$ cat config.mk
export PLATFORM = sky130hd
export DESIGN_NAME = nibble_add_sequencer
export DESIGN_NICKNAME = d
export VERILOG_FILES = /design/src/rtl/nibble_add_sequencer.sv
export SDC_FILE = /design/constraint.sdc
export NUM_CORES = 1
export LEC_CHECK = 0
export CORE_ASPECT_RATIO = 0.6
export CORE_MARGIN = 4
export CORE_UTILIZATION = 37
export CTS_CLUSTER_SIZE = 28
export DETAILED_ROUTE_END_ITERATION = 10
export PLACE_DENSITY = 0.65
export SYNTH_ARGS = -nofsm -noshare
export SYNTH_HDL_FRONTEND = slang
export SYNTH_SLANG_ARGS = --single-unit
$ cat constraint.sdc
create_clock -name clk -period 3.05 [get_ports clk]
set_clock_uncertainty 0.05 [all_clocks]
set_input_delay 0.305 -clock clk [delete_from_list [all_inputs] [get_ports clk]]
set_output_delay 0.305 -clock clk [all_outputs]
set_load 0.03 [all_outputs]
$ cat src/rtl/nibble_add_sequencer.sv
// nibble_add_sequencer: wide add by sequencing one external 4-bit adder slice LSB nibble first
module nibble_add_sequencer #(
    parameter int NIBBLES = 4
) (
    input  logic                 clk,
    input  logic                 rst,
    input  logic                 req_valid,
    output logic                 req_ready,
    input  logic [4*NIBBLES-1:0] req_a,
    input  logic [4*NIBBLES-1:0] req_b,
    input  logic                 req_cin,
    output logic                 resp_valid,
    input  logic                 resp_ready,
    output logic [4*NIBBLES-1:0] resp_sum,
    output logic                 resp_cout,
    output logic                 busy,
    output logic [3:0]           add_a,
    output logic [3:0]           add_b,
    output logic                 add_cin,
    input  logic [3:0]           add_sum,
    input  logic                 add_cout
);
    localparam int W  = 4 * NIBBLES;
    localparam int IW = NIBBLES > 1 ? $clog2(NIBBLES) : 1;

    typedef enum logic [1:0] {IDLE, RUN, DONE} state_t;

    state_t          state, state_nx;
    logic [IW-1:0]   idx;
    logic            carry;
    logic [W-1:0]    a_q, b_q, w_q, w_nx, r_q;
    logic            cout_q;
    logic            last;

    assign last       = idx == IW'(NIBBLES - 1);
    assign req_ready  = state == IDLE;
    assign resp_valid = state == DONE;
    assign busy       = state != IDLE;
    assign add_a      = state == RUN ? a_q[4*idx+:4] : 4'd0;
    assign add_b      = state == RUN ? b_q[4*idx+:4] : 4'd0;
    assign add_cin    = state == RUN ? carry : 1'b0;
    assign resp_sum   = r_q;
    assign resp_cout  = cout_q;

    // state register
    always_ff @(posedge clk or posedge rst) begin
        if (rst) state <= IDLE;
        else     state <= state_nx;
    end

    // next state and working sum with the current slice result merged in
    always_comb begin
        state_nx = state;
        if (state == IDLE && req_valid)  state_nx = RUN;
        if (state == RUN && last)        state_nx = DONE;
        if (state == DONE && resp_ready) state_nx = IDLE;
        w_nx = w_q;
        w_nx[4*idx+:4] = add_sum;
    end

    // operand latch, nibble sequencing; result published only at the final nibble so it holds until then
    always_ff @(posedge clk or posedge rst) begin
        if (rst) begin
            idx    <= '0;
            carry  <= 1'b0;
            a_q    <= '0;
            b_q    <= '0;
            w_q    <= '0;
            r_q    <= '0;
            cout_q <= 1'b0;
        end else if (state == IDLE && req_valid) begin
            a_q   <= req_a;
            b_q   <= req_b;
            carry <= req_cin;
            idx   <= '0;
        end else if (state == RUN) begin
            w_q   <= w_nx;
            carry <= add_cout;
            idx   <= last ? '0 : idx + IW'(1);
            if (last) begin
                r_q    <= w_nx;
                cout_q <= add_cout;
            end
        end
    end
endmodule
==> results of run 1 <==
## cells by family (layout without fill, tap and decap cells)
family	after synthesis	after routing
AND/OR/NAND/NOR	55	55
buffers and inverters	26	100
adder cells (fa/ha/maj)	6	6
AO/OA/AOI/OAI	51	51
flip-flops	70	70
multiplexers	45	45
## cells in the mapped netlist
library cell	n	area (sq um)
buf_1	3	11.26
dfrtp_1	70	1752
a21oi_1	25	125.1
a31o_1	4	35.03
ha_1	6	75.07
nor4bb_1	2	20.02
a32o_1	16	160.2
and3b_1	1	8.760
buf_2	6	30.03
o31ai_1	1	7.510
nor2_1	18	67.56
and2_1	9	56.30
buf_6	6	67.56
mux4_2	8	180.2
clkbuf_1	6	22.52
a21o_1	1	7.510
and2b_1	1	7.510
inv_1	5	18.77
o21ai_0	2	10.01
nand2_1	5	18.77
and4b_1	2	20.02
nor3b_4	1	18.77
nor2b_1	16	100.1
mux2_1	2	22.52
mux2_2	31	349.1
a22o_1	2	17.52
mux2_4	4	60.06
## per-stage QoR
stage          power (mW)  utilization, %  cells  hold WS (ps)
2_1_floorplan       2.977               -    253         351.4
3_3_place_gp        3.562           47.44    423         403.4
3_5_place_dp        3.604           47.44    423         408.8
4_1_cts             4.759           51.21    439         359.8
5_1_grt             5.000           51.21    439         369.3
6_report            4.696           51.21    439         319.8
## worst register-to-register path: stages (launching register included)
cell and delay (ps):
dfrtp_1 730, buf_4 260, inv_1 80, ha_1 360
nor4bb_1 300, buf_4 210, a21oi_1 90, a21oi_1 160
## placed cells by master (no fill, tap or decap), types with 3 or more instances in the layout
| cell type | netlist | layout |
|---|---|---|
| dfrtp_1 | 70 | 70 |
| clkdlybuf4s50_1 | 0 | 70 |
| mux2_2 | 31 | 31 |
| a21oi_1 | 25 | 25 |
| nor2_1 | 18 | 18 |
| nor2b_1 | 16 | 16 |
| a32o_1 | 16 | 16 |
| and2_1 | 9 | 9 |
| clkbuf_16 | 0 | 9 |
| mux4_2 | 8 | 8 |
| buf_4 | 0 | 8 |
| ha_1 | 6 | 6 |
| nand2_1 | 5 | 5 |
| inv_1 | 5 | 4 |
| mux2_4 | 4 | 4 |
| a31o_1 | 4 | 4 |
| clkinv_2 | 0 | 3 |
## registers in the layout (all words and copies together), names as in the netlist
signal / flops
b_q: 16
carry: 1
resp_cout: 1
a_q: 16
resp_sum: 16
state: 2
w_q: 16
idx: 2
## layer usage
layer  vias to the layer above  GRT usage [%]  share of wire [%]
li1                       1054              -                  -
met1                      1082          20.52                 52
met2                        35          20.71                 42
met3                         9          4.862                4.5
met4                         0          4.717                1.4
met5                         -              0                  0
## area by class of cell
type	count	area (sq um)
Sequential cell	70	1752
Fill cell	753	4174
Tap cell	112	140.1
Clock buffer	10	239.0
Multi-Input combinational cell	157	1368
Timing Repair Buffer	79	780.7
Clock inverter	6	83.83
Inverter	5	18.77
## worst max-delay path by stage
stage                      start       end  cells after the start
after global routing      idx[0]  add_b[3]                      3
after CTS                 idx[0]  add_b[3]                      3
after floorplan              rst    a_q[0]                      1
after detailed placement  idx[0]  add_b[3]                      3
final                     idx[0]  add_b[3]                      3
after global placement    idx[0]  add_b[3]                      3
## power by group through the flow
stage	Clock (mW)	Combinational, mW	Sequential, mW
after CTS	1.15	1.93	1.68
after detailed placement	0	1.91	1.69
after global placement	0	1.88	1.68
after global routing	1.19	2.06	1.75
after floorplan	0	1.18	1.80
final	1.12	1.90	1.67
==> qor.yml, run 1 <==
timing:
  fmax_mhz: 365.5
  finalSetupViolations: 0
  fin_crit_ps: 2736
  period_share_pct: 89.70
  finalWorstSetupSlack_ps: 314.0
  rsz0062_at_grt: "no"
  hold_violations: 0
  relSlewSlack_pct: 59.30
  tns_ps: 0
  slew_viol_final: 0
  worst_pin_slew_ps: 610.5
final_layout:
  antenna_cells: 0
  nets: 370
  final_cell_area_sq_um: 4382
  drive_gt1_share_pct: 21.41
  syn2layout_area_growth_pct: 34.02
global_routing:
  antenna_found_initial: 0
  grt_max_degree: 71
  track_usage_pct: 14.42
  grt_pass1_wl_mm: 11.51
  grt_pass1_vias: 2230
  grt_overflow: 0
critical_path:
  r2r_slack_ps: 740
  crit_chain: "mux4_2, and2_1, clkdlybuf4s50_1"
  start_kind: "flip-flop"
  r2r_cells: 7
  crit_path_max_fanout: 12
  critical_path.reg2reg.endpoint: "resp_sum[0]"
  path_class: "reg -> out"
  required_ps: 2690
  crit_buf_inv: 1
  cpMaxStageDelayCell: "dfrtp_1"
  end_kind: "output pin"
  path_delay_family: "flip-flops"
  r2r_start: "idx[0]"
  worstPathArrival_ps: 2380
  cp_slowest_stage_delay_ps: 730
synth:
  synthCells: 253
  yosysSeqAreaShare_pct: 53.58
  yosysWarnings: 0
  synthSimpleGateAreaFrac_pct: 9.721
  avgSynthCellArea_sq_um: 12.92
  synth_top_family_by_area: "multiplexers"
  synth_compound_gate_area_share_pct: 11.10
  ys_types: 27
  synth_fa_ha_area_share_pct: 2.296
  syn-cell-area_sq_um: 3269
  synthMuxAreaShare_pct: 18.71
  synth-seq-cells: 70
  syn_nets: 301
  synth_xor_area_share_pct: 0
detailed_routing:
  totalWireLength_mm: 7.044
  drt-initial-drc-count: 86
  dr_total_vias: 2180
  drc: 0
  wl_per_cell_um: 16.05
  ant_nets: 0
  viasPerCell: 4.966
  dr.pass1.iters: 7
floorplan:
  pin_count: 71
  placementRows: 26
  coreArea_sq_um: 8556
  dieWidth_um: 129.4
  die_y_um: 80.81
  design.die.area_sq_um: 10450
  start_util_pct: 38.21
flow_run:
  drv_cap: 0
placement:
  placement.io_buffers: 70
  dpl_worst_slack_ps: 627.5
  place_area_sq_um: 4059
  gp_congestion: 0.8008
  dp_hpwl_mm: 4.961
clock_network:
  hold_buffers: 0
  clock-sinks: 70
  cts_made_buffers: 9
  cts_buffer_depth: 2
  post_cts_buffers: 0
  root_buffer: "clkbuf_16"
  clkLatencyLatePin_ps: 330
  h-tree-depth: 3
  clk_pin_slew_ps: 60
  cts_tree: "done"
  cts.repair.resized: 0
pwr:
  vdd_drop_max_mv: 0.4876
  p_comb_share_pct: 40.6
  internal-power_mw: 3.120
  p_clk_share_pct: 23.9
  p_switching_mw: 1.576
  power.leakage_nw: 1.850
  p_per_area_nw_per_um2: 1072
  switching_share_pct: 33.55
  seq_power_share_pct: 35.6
run_status:
  status: "complete, no violations"
hold_path:
  worstHoldPathType: "in -> async"
Power figures use the tool's default switching activity.
==> run 2, diff against run 1 <==
Settings changed: SLEW_MARGIN set to 20.
==> results of run 2 <==
Same layout as run 1: the final DEF is identical, and so are final timing and power.
